## config.mk

```make
export PLATFORM = sky130hd
export DESIGN_NAME = dot_stream_mac
export DESIGN_NICKNAME = d
export VERILOG_FILES = /design/src/rtl/dot_stream_mac.sv
export SDC_FILE = /design/constraint.sdc
export NUM_CORES = 1
export LEC_CHECK = 0
export BUFFER_PORTS_ARGS = -buffer_cell sky130_fd_sc_hd__buf_4
export CAP_MARGIN = 20
export CORE_MARGIN = 5
export CORE_UTILIZATION = 55
export DETAILED_ROUTE_END_ITERATION = 12
export GPL_TIMING_DRIVEN = 1
export PLACE_DENSITY = 0.79
export SYNTH_ARGS = -nofsm -noshare
export SYNTH_HDL_FRONTEND = slang
export SYNTH_SLANG_ARGS = --single-unit
export TNS_END_PERCENT = 20
```

## constraint.sdc

```tcl
create_clock -name clk -period 7.1 [get_ports clk]
set_clock_uncertainty 0.15 [all_clocks]
set_input_delay 0.71 -clock clk [delete_from_list [all_inputs] [get_ports clk]]
set_output_delay 0.71 -clock clk [all_outputs]
set_load 0.01 [all_outputs]
```

## src/rtl/dot_stream_mac.sv

```systemverilog
// Streaming signed dot-product MAC: N element pairs in, one wrapped sum out; result 1 cycle after last accept.
// Result is held while out_ready=0; in_ready stays low until the cycle after the output handshake.
module dot_stream_mac #(
   parameter int N     = 2,
   parameter int W     = 8,
   parameter int ACC_W = 32,
   parameter int O_W   = 8,
   localparam int IDX_W = (N > 1) ? $clog2(N) : 1
) (
   input  logic                    clk,
   input  logic                    rst,
   input  logic                    in_valid,
   output logic                    in_ready,
   input  logic signed [W-1:0]     arg_0,
   input  logic signed [W-1:0]     arg_1,
   output logic                    out_valid,
   input  logic                    out_ready,
   output logic [O_W-1:0]          out_0,
   output logic [ACC_W-1:0]        out_acc,
   output logic [IDX_W-1:0]        idx
);

   typedef enum logic {
      ST_ACCUM  = 1'b0,
      ST_OUTPUT = 1'b1
   } state_t;

   localparam logic [IDX_W-1:0] LAST_IDX = IDX_W'(N - 1);

   state_t               state_q, state_d;
   logic [ACC_W-1:0]     acc_q, acc_d;
   logic [IDX_W-1:0]     idx_q, idx_d;
   logic signed [2*W-1:0] prod;
   logic [ACC_W-1:0]     prod_ext;

   assign prod     = arg_0 * arg_1;
   assign prod_ext = ACC_W'(prod);

   // Handshake flags are gated by rst so nothing is advertised while reset is held.
   assign in_ready  = (state_q == ST_ACCUM)  && !rst;
   assign out_valid = (state_q == ST_OUTPUT) && !rst;
   assign out_acc   = acc_q;
   assign out_0     = acc_q[O_W-1:0];
   assign idx       = idx_q;

   always_comb begin
      state_d = state_q;
      acc_d   = acc_q;
      idx_d   = idx_q;
      case (state_q)
         ST_ACCUM: begin
            if (in_valid) begin
               acc_d = acc_q + prod_ext;
               if (idx_q == LAST_IDX) begin
                  idx_d   = '0;
                  state_d = ST_OUTPUT;
               end else begin
                  idx_d = idx_q + 1'b1;
               end
            end
         end
         ST_OUTPUT: begin
            if (out_ready) begin
               acc_d   = '0;
               state_d = ST_ACCUM;
            end
         end
         default: begin
            state_d = ST_ACCUM;
         end
      endcase
   end

   always_ff @(posedge clk) begin
      if (rst) begin
         state_q <= ST_ACCUM;
         acc_q   <= '0;
         idx_q   <= '0;
      end else begin
         state_q <= state_d;
         acc_q   <= acc_d;
         idx_q   <= idx_d;
      end
   end

endmodule

```

==> reports/results.tsv <==
metric	value	unit
Area Growth Syn to Fin	17.61	%
weighted congestion at the end of routability-driven global placement	0.9190	
Syn Std Cell Area	5294	um2
drt initial violations	246	
hold_buf cts	0	
mean cell area of the mapped netlist	8.324	um2
fin crit share	98.38	%
unrepaired setup endpoints after global routing	yes	
transition time of the tightest slew-check pin	962.6	ps
global-route wire length before repair	20.59	mm
number of antenna violations at the first check in global routing	0	
cell at the root of the clock tree	sky130_fd_sc_hd__clkbuf_8	
WL final	12.42	mm
slowest stage cell, crit path	sky130_fd_sc_hd__fa_1	
Final Util	66.75	%
instance count along the most critical hold path	2	
antenna violation net count after detailed routing	0	
layout cells sized above 1	17.23	%
clock-pin slew reported for the worst setup and hold paths after clock tree synthesis	80	ps
number of buffers between clock root and the deepest sink	2	
arrival time reported for the critical path endpoint	6990	ps
r2r worst-path depth	12	
standard-cell rows	35	
fraction of synthesis flops using an asynchronous set or reset pin	0	%
count of flip-flops with a built-in enable after synthesis	0	
layout net count	851	
type of the tightest min-delay check	flop to flop	
cell types occupying the most area after synthesis	sky130_fd_sc_hd__fa_1 21%, sky130_fd_sc_hd__ha_1 15%, sky130_fd_sc_hd__dfxtp_1 13%	
number of buffers inserted during clock tree synthesis	5	
number of input and output port buffers inserted	62	
critical hold path startpoint	out_acc[24]$_SDFFE_PP0P_	
largest net degree at the start of global routing	28	
GRT Resource Usage Total	21.24	%
IO Count	63	
worst hold slack	334.2	ps
die area	11690	um2
critical path launch point type	primary input	
leading post-synthesis cells by instance count	100 x sky130_fd_sc_hd__inv_1, 62 x sky130_fd_sc_hd__ha_1, 56 x sky130_fd_sc_hd__fa_1, 49 x sky130_fd_sc_hd__nor2_1, 47 x sky130_fd_sc_hd__and2_1	
number of max-capacitance violations reported	0	
sequential area share after synthesis	12.86	%
Die Y	108.1	um
CP Max Fanout	7	
routed wire length per instance	14.74	um
most common cell in the synthesized netlist	sky130_fd_sc_hd__inv_1	
YS warnings	0	
WHS Endpoint	out_acc[24]$_SDFFE_PP0P_	
library cell with the largest summed area after synthesis	sky130_fd_sc_hd__fa_1	
Synth Register Bits	34	
effective utilization at floorplan	56.75	%
Via density	5.453	
CTS Sinks	34	
clock network latency to the later pin of the worst-skew pair	290	ps
worst rel slew slack	35.69	%
number of global-route vias before repair	4551	
top cell type's share of synthesized area	21.18	%
critical setup path kind	primary input to flop	
remaining design rule violation count	0	
capture point of the worst reg-to-reg path	out_acc[30]$_SDFFE_PP0P_	
total congestion overflow	0	
HPWL after DPL	9.916	mm
status	complete, no violations	
final-report max-slew violation count	0	
type of destination of the critical path	flop	
syn_nets	774	
Final Hold Fails	0	
number of antenna diodes	0	
data required time at the worst endpoint	7110	ps
Worst R2R Start	out_acc[0]$_SDFFE_PP0P_	
total buffers and inverters traversed by the critical path	7	
H-tree depth	2	
Setup-failing EPs final	0	
vias after detailed routing	4597	
min Tclk post-route	6985	ps
ys flop type	sky130_fd_sc_hd__dfxtp_1	
CP max stage delay	530	ps
synthesized netlist cell count	636	
CTS tree	built	
first-pass iteration count of the detailed router	6	
reg-to-reg slack, setup	3940	ps
Core Area	9328	um2
highest achievable clock rate	143.2	MHz
CP top delay family	adder cells	
die extent in x	108.1	um
Yosys cell types	51	
==> state kept, by name, summed over array words and instances (netlist names) <==
register  flops
idx           1
out_acc      32
state_q       1
==> what timing repair did <==
action / CTS / global route
endpoints found under the setup margin: 0 / 12
resized for setup: 0 / 22
buffers inserted: 0 / 6
==> area by class of cell <==
cell class,count,area [um2]
Clock buffer,7,86.33
Inverter,100,375.4
Multi-Input combinational cell,482,4222
Sequential cell,34,680.7
Clock inverter,1,5.005
Timing Repair Buffer,90,695.7
Tap cell,129,161.4
Fill cell,782,3102
==> how the worst max path moves through the flow <==
stage,startpoint,endpoint,cells after the start
global placement,arg_0[3],out_acc[24]$_SDFFE_PP0P_,30
global route,arg_1[4],out_acc[31]$_SDFFE_PP0P_,29
detailed placement,arg_0[3],out_acc[24]$_SDFFE_PP0P_,30
CTS,arg_0[3],out_acc[24]$_SDFFE_PP0P_,30
finish,arg_1[4],out_acc[23]$_SDFFE_PP0P_,29
floorplan,arg_1[3],out_acc[23]$_SDFFE_PP0P_,25
==> worst reg2reg max path, cell delays in order, from the launching register on <==
cell and delay, ps:
sky130_fd_sc_hd__dfxtp_1 390, sky130_fd_sc_hd__ha_1 190, sky130_fd_sc_hd__inv_1 50, sky130_fd_sc_hd__fa_1 380, sky130_fd_sc_hd__nand2b_1 210, sky130_fd_sc_hd__a21oi_1 290, sky130_fd_sc_hd__o211ai_1 190, sky130_fd_sc_hd__nand3_1 160
sky130_fd_sc_hd__a41o_1 270, sky130_fd_sc_hd__a21oi_1 120, sky130_fd_sc_hd__o31ai_1 330, sky130_fd_sc_hd__mux2i_1 230, sky130_fd_sc_hd__nand3_1 90
==> layout by cell type, fill, tap and decap left out, types with 6 or more instances in the layout <==
| cell | count |
|---|---|
| sky130_fd_sc_hd__inv_1 | 100 |
| sky130_fd_sc_hd__ha_1 | 55 |
| sky130_fd_sc_hd__o21ai_0 | 21 |
| sky130_fd_sc_hd__nor2_1 | 49 |
| sky130_fd_sc_hd__nand2_1 | 45 |
| sky130_fd_sc_hd__a21o_1 | 19 |
| sky130_fd_sc_hd__fa_1 | 56 |
| sky130_fd_sc_hd__a21oi_1 | 27 |
| sky130_fd_sc_hd__dfxtp_1 | 34 |
| sky130_fd_sc_hd__nor2b_1 | 12 |
| sky130_fd_sc_hd__a22oi_1 | 15 |
| sky130_fd_sc_hd__nand2b_1 | 10 |
| sky130_fd_sc_hd__buf_4 | 87 |
| sky130_fd_sc_hd__clkbuf_8 | 6 |
| sky130_fd_sc_hd__and2_1 | 46 |
| sky130_fd_sc_hd__nand3_1 | 10 |
| sky130_fd_sc_hd__xor2_1 | 13 |
| sky130_fd_sc_hd__o21ai_1 | 6 |
| sky130_fd_sc_hd__xnor2_1 | 28 |
==> metal layers <==
layer / routed length [um] / up-vias / global-route usage (%)
met3: 625 / 16 / 2.687
met1: 5398 / 2218 / 28.40
li1: - / 2236 / -
met5: 0 / - / 0
met4: 141 / 0 / 3.787
met2: 6257 / 127 / 37.26
==> cell families (layout without fill, tap and decap cells) <==
logic type               after synthesis  in the layout  synth area share [%]
buffers and inverters                120            198                 9.241
XOR/XNOR                              42             42                 7.091
AND/OR/NAND/NOR                      192            192                 18.15
AO/OA/AOI/OAI                        127            127                 16.21
multiplexers                           3              3                0.6145
flip-flops                            34             34                 12.86
adder cells (fa/ha/maj)              118            118                 35.83
==> metrics by stage <==
step                      std cells  instance area (um2)  setup WS, ps  TNS [ps]
after global placement          829                 5972        -23.03    -30.71
after CTS                       837                 6063         102.6         0
final                           843                 6226         115.3         0
after floorplan                 636                 5294         16.19         0
after global routing            843                 6226        -146.0    -430.6
after detailed placement        829                 5972        -182.4     -1084
Power is left out: the tool's default activity adds up to more than one toggle a clock period on the data nets, which glitch-free logic cannot reach.
